File: src/rtl/fetch_pipe_if.sv
// rtl/fetch_pipe_if.sv - instruction-memory port between the fetch stage and imem
`timescale 1ns/1ps
interface fetch_pipe_if;
    logic [31:0] pc_F;
    logic [31:0] instr_F;
    logic        addr_err_F;

    // fetch stage drives the address and the misalignment flag
    modport master (
        output pc_F,
        output addr_err_F,
        input  instr_F
    );

    // instruction memory answers combinationally; exception logic reads the flag
    modport slave (
        input  pc_F,
        input  addr_err_F,
        output instr_F
    );
endinterface

File: src/rtl/fetch_pipe.sv
// rtl/fetch_pipe.sv - PC register, next-PC select and IF/ID register with delay slot
`timescale 1ns/1ps
module fetch_pipe #(
    parameter logic [31:0] PC_RESET = 32'h0000_3000
) (
    input  logic                clk,
    input  logic                reset,
    input  logic                stall,
    input  logic [1:0]          npc_sel,
    input  logic                branch_taken,
    input  logic [15:0]         imm16_D,
    input  logic [25:0]         index26_D,
    input  logic [31:0]         jr_target_D,
    fetch_pipe_if.master        imem,
    output logic [31:0]         instr_D,
    output logic [31:0]         pc_D,
    output logic                valid_D
);

    localparam logic [1:0] NPC_SEQ = 2'b00;
    localparam logic [1:0] NPC_BR  = 2'b01;
    localparam logic [1:0] NPC_J   = 2'b10;
    localparam logic [1:0] NPC_JR  = 2'b11;

    logic [31:0] pc_f_q,    pc_f_d;
    logic [31:0] instr_d_q, instr_d_d;
    logic [31:0] pc_d_q,    pc_d_d;
    logic        valid_d_q, valid_d_d;

    logic [31:0] seq_pc;
    logic [31:0] br_pc;
    logic [31:0] jmp_pc;
    logic [31:0] next_pc;

    // next-PC candidates; all wrap modulo 2^32 and a redirect is only trusted from a real D instruction
    always_comb begin
        seq_pc  = pc_f_q + 32'd4;
        br_pc   = pc_d_q + 32'd4 + {{14{imm16_D[15]}}, imm16_D, 2'b00};
        jmp_pc  = {pc_d_q[31:28], index26_D, 2'b00};
        next_pc = seq_pc;
        if (valid_d_q) begin
            case (npc_sel)
                NPC_BR:  next_pc = branch_taken ? br_pc : seq_pc;
                NPC_J:   next_pc = jmp_pc;
                NPC_JR:  next_pc = jr_target_D;
                default: next_pc = seq_pc;
            endcase
        end
    end

    // reset beats stall beats normal advance; a stall holds everything so the redirect is replayed
    always_comb begin
        pc_f_d    = pc_f_q;
        instr_d_d = instr_d_q;
        pc_d_d    = pc_d_q;
        valid_d_d = valid_d_q;
        if (reset) begin
            pc_f_d    = PC_RESET;
            instr_d_d = 32'd0;
            pc_d_d    = 32'd0;
            valid_d_d = 1'b0;
        end else if (!stall) begin
            pc_f_d    = next_pc;
            instr_d_d = imem.instr_F;
            pc_d_d    = pc_f_q;
            valid_d_d = 1'b1;
        end
    end

    // PC and IF/ID state registers
    always_ff @(posedge clk) begin
        pc_f_q    <= pc_f_d;
        instr_d_q <= instr_d_d;
        pc_d_q    <= pc_d_d;
        valid_d_q <= valid_d_d;
    end

    assign imem.pc_F       = pc_f_q;
    assign imem.addr_err_F = (pc_f_q[1:0] != 2'b00);
    assign instr_D         = instr_d_q;
    assign pc_D            = pc_d_q;
    assign valid_D         = valid_d_q;

endmodule

File: src/flat_wrapper.sv
// flat-port wrapper written by rule: the top's interface ports become plain ports
module fetch_pipe_flat 
#(
    parameter logic [31:0] PC_RESET = 32'h0000_3000
)
  (clk, reset, stall, npc_sel, branch_taken, imm16_D, index26_D, jr_target_D, instr_D, pc_D, valid_D, imem_pc_F, imem_addr_err_F, imem_instr_F);
  fetch_pipe_if imem_i ();
  input  logic clk;
  input  logic reset;
  input  logic stall;
  input  logic [1:0] npc_sel;
  input  logic branch_taken;
  input  logic [15:0] imm16_D;
  input  logic [25:0] index26_D;
  input  logic [31:0] jr_target_D;
  output logic [31:0] instr_D;
  output logic [31:0] pc_D;
  output logic valid_D;
  output wire logic [$bits(imem_i.pc_F)-1:0] imem_pc_F;
  output wire logic [$bits(imem_i.addr_err_F)-1:0] imem_addr_err_F;
  input wire logic [$bits(imem_i.instr_F)-1:0] imem_instr_F;
  assign imem_pc_F = imem_i.pc_F;
  assign imem_addr_err_F = imem_i.addr_err_F;
  assign imem_i.instr_F = imem_instr_F;
  fetch_pipe #(.PC_RESET(PC_RESET)) u_core (.clk(clk), .reset(reset), .stall(stall), .npc_sel(npc_sel), .branch_taken(branch_taken), .imm16_D(imm16_D), .index26_D(index26_D), .jr_target_D(jr_target_D), .imem(imem_i), .instr_D(instr_D), .pc_D(pc_D), .valid_D(valid_D));
endmodule
File: config.mk
export PLATFORM = sky130hd
export DESIGN_NAME = fetch_pipe_flat
export DESIGN_NICKNAME = d
export VERILOG_FILES = /design/src/rtl/fetch_pipe_if.sv /design/src/rtl/fetch_pipe.sv /design/src/flat_wrapper.sv
export SDC_FILE = /design/constraint.sdc
export NUM_CORES = 1
export LEC_CHECK = 0
export ABC_AREA = 1
export CORE_MARGIN = 2
export CORE_UTILIZATION = 42
export DETAILED_ROUTE_END_ITERATION = 6
export DONT_BUFFER_PORTS = 1
export HOLD_SLACK_MARGIN = 0.06
export PLACE_DENSITY = 0.67
export SLEW_MARGIN = 20
export SYNTH_ARGS = -nofsm -noshare
export SYNTH_HDL_FRONTEND = slang
export SYNTH_SLANG_ARGS = --single-unit
File: constraint.sdc
create_clock -name clk -period 2.65 [get_ports clk]
set_clock_uncertainty 0.1 [all_clocks]
set_input_delay 0.1325 -clock clk [delete_from_list [all_inputs] [get_ports clk]]
set_output_delay 0.1325 -clock clk [all_outputs]
set_load 0.01 [all_outputs]
==> flow_metrics.py <==
metrics = {
    "run_status": {
        "status": "finished, final reports clean",
    },
    "critical_path": {
        "critical_path_class": "reg -> reg",
        "rr_startpoint": "u_core.pc_D[17]$_SDFFE_PP0N_",
        "critPathMaxFanout": 5,
        "worstSetupStartpointType": "flop",
        "worstPathRequired_ns": 2.79,
        "cp-end-kind": "flop",
        "crit_start": "u_core.pc_D[17]$_SDFFE_PP0N_",
        "arrival_ns": 2.70,
    },
    "layout": {
        "final_nets": 1445,
        "final_cells": 1504,
        "drive_gt1_share_pct": 10.4,
        "diodes": 0,
        "fin_area_mm2": 0.00891,
        "area_growth_pct": 20.5,
        "layout_commonest_cell": "nand2_1",
        "final_cell_mix": "286 x nand2_1, 146 x nor2_1, 132 x inv_1, 113 x o21ai_0, 93 x dfxtp_1",
    },
    "yosys": {
        "synth_nets": 1366,
        "synth-simple-area-share_pct": 33.7,
        "synth_edf_count": 0,
        "synth-xor-area-share_pct": 2.25,
        "yosysSeqAreaShare_pct": 26.3,
        "syn_area_per_cell_um2": 6.19,
        "synthFlopType": "dfxtp_1",
        "synth-adder-area-share_pct": 10.1,
        "synth_mux_area_share_pct": 0,
        "synth_seq_cells": 97,
        "ys_async_sr_fraction_pct": 0,
        "synth_top_family_by_area": "simple AND/OR/NAND/NOR gates",
        "synth_warnings": 0,
        "postSynthCellCount": 1195,
        "synth_compound_area_share_pct": 17.9,
        "ys_types": 39,
        "syn-cell-area_mm2": 0.00740,
    },
    "pwr": {
        "power_density_mw_per_mm2": 482,
        "leakage_nw": 4.28,
        "vdd_drop_max_v": 0.000348,
    },
    "detailed_routing": {
        "via_per_inst": 5.45,
        "drt_wl_total_um": 27500,
        "firstDrtPassIters": 6,
        "drt_iter0_drc": 659,
        "wl_per_cell_um": 18.3,
        "drc_errors": 0,
        "antenna_left": 0,
        "vias": 8197,
    },
    "timing": {
        "post-route-min-period_ns": 2.55,
        "final-setup-viol-count": 0,
        "drv_slew": 0,
        "relSlewSlack_pct": 52.4,
        "fin_crit_sh_pct": 96.4,
        "worst_pin_slew_ns": 0.712,
        "finalHoldViolations": 0,
        "fin_setup_tns_ns": 0,
        "max_freq_mhz": 391,
        "hold_ws_ns": 0.0586,
    },
    "run": {
        "maxCapViolations": 0,
    },
    "placed_design": {
        "dp_hpwl_um": 20900,
        "dpl.cell_count": 1424,
        "dpl_cell_area_mm2": 0.00786,
        "portBuffers": 0,
        "place_congestion": 0.984,
    },
    "global_routing": {
        "antenna_found_initial": 0,
        "grtUsageTotal_pct": 29.1,
        "overflow": 0,
        "grt_pass1_wl_um": 41300,
        "grt_pass1_vias": 7545,
        "grt_max_degree": 69,
    },
    "clock_network": {
        "cts.sinks": 97,
        "clkLatencyLatePin_ns": 0.37,
        "root_buffer": "clkbuf_16",
        "cts_buffers": 9,
        "clk_path_buf_depth": 2,
        "path_clk_slew_ns": 0.08,
        "h-tree-depth": 3,
        "cts_tree": "built",
    },
    "min_path": {
        "min_from": "jr_target_D[19]",
        "hp-class": "in -> reg",
    },
    "floorplan": {
        "num_rows": 48,
        "die_h_um": 137,
        "core-area_mm2": 0.0172,
        "io_pins": 210,
        "initial_utilization_pct": 42.9,
        "die_x_um": 137,
        "dieArea_mm2": 0.0187,
    },
}
## path summary, 6_finish.rpt
check | cells past startpoint | slack (ns) | endpoint
worst max-delay path | 14 | 0.1 | u_core.imem.pc_F[20]$_SDFFE_PP0N_
worst min-delay path | 4 | 0.06 | u_core.imem.pc_F[19]$_SDFFE_PP0N_
worst max register to register | 14 | 0.1 | u_core.imem.pc_F[20]$_SDFFE_PP0N_
worst min register to register | 2 | 0.39 | u_core.pc_D[2]$_SDFFE_PP0N_
## state kept, by name (all words and copies together) (netlist names)
signal	cells
u_core.instr_D	32
u_core.pc_D	32
u_core.valid_D	1
u_core.imem.pc_F	32
## synthesized netlist by cell type (6+ instances only)
| cell type | n | area, µm² |
|---|---|---|
| a21oi_1 | 90 | 450 |
| a221oi_1 | 6 | 52.6 |
| buf_2 | 8 | 40.0 |
| clkbuf_1 | 32 | 120 |
| dfxtp_1 | 97 | 1940 |
| ha_1 | 58 | 726 |
| inv_1 | 134 | 503 |
| nand2_1 | 291 | 1090 |
| nand2_2 | 7 | 43.8 |
| nand3_1 | 87 | 435 |
| nand4_1 | 15 | 93.8 |
| nor2_1 | 148 | 556 |
| nor3_1 | 14 | 70.1 |
| o21ai_0 | 115 | 576 |
| o21bai_1 | 9 | 67.6 |
| xnor2_1 | 7 | 61.3 |
| xor2_1 | 12 | 105 |
## worst max-delay path, cell delays in order (launching register included)
cell     delay [ns]
dfxtp_1        0.32
ha_1           0.27
ha_1           0.40
nand2_1        0.11
nor2_1         0.13
inv_1          0.07
buf_4          0.14
nor2_1         0.14
nand4_1        0.16
nand3_1        0.12
nand2_1        0.05
nand3_1        0.11
nand3_2        0.13
nand2_1        0.11
a21oi_1        0.06
## stage by stage
step,util (%),power [W],worst slack [ns]
after floorplan,-,0.00243,0.245
after global placement,45.6,0.00275,0.0314
after detailed placement,45.6,0.00276,0.0909
after CTS,51.1,0.00428,0.0693
after global routing,51.7,0.00451,-0.00455
final,51.7,0.00430,0.0954
## report_power, final
group          switching [W]  total (W)  internal [W]
Clock               0.000672    0.00143      0.000754
Combinational       0.000719    0.00116      0.000445
Sequential          0.000146    0.00171       0.00156
Total                0.00154    0.00430       0.00276
## layer usage
metal  global-route usage [%]  share of wire, %
met3                     6.44               9.0
met5                        0                 0
met2                     45.3                44
met1                     37.4                42
met4                     15.2               4.9
## what timing repair did
action	CTS	global route
hold buffers	61	1
setup endpoints to repair	0	13
gates resized for setup	0	28
hold endpoints to repair	67	1
buffers inserted	0	2
## cells by family after synthesis
family,count (synthesis)
and+or+nand+nor,588
AOI/OAI and AO/OA,245
buffers and inverters,187
DFF,97
adders and majority gates,59
xor gates and xnor gates,19
## area by class of cell
class | instances | area, µm²
fillers | 1779 | 8330
multi-input cells | 911 | 4810
flip-flops and latches | 97 | 1950
repair buffers | 114 | 1030
inverters | 141 | 533
well taps | 225 | 282
clock buffers | 9 | 225
clock inverters | 7 | 85.1
No activity file was read; power rests on OpenSTA's default activity.
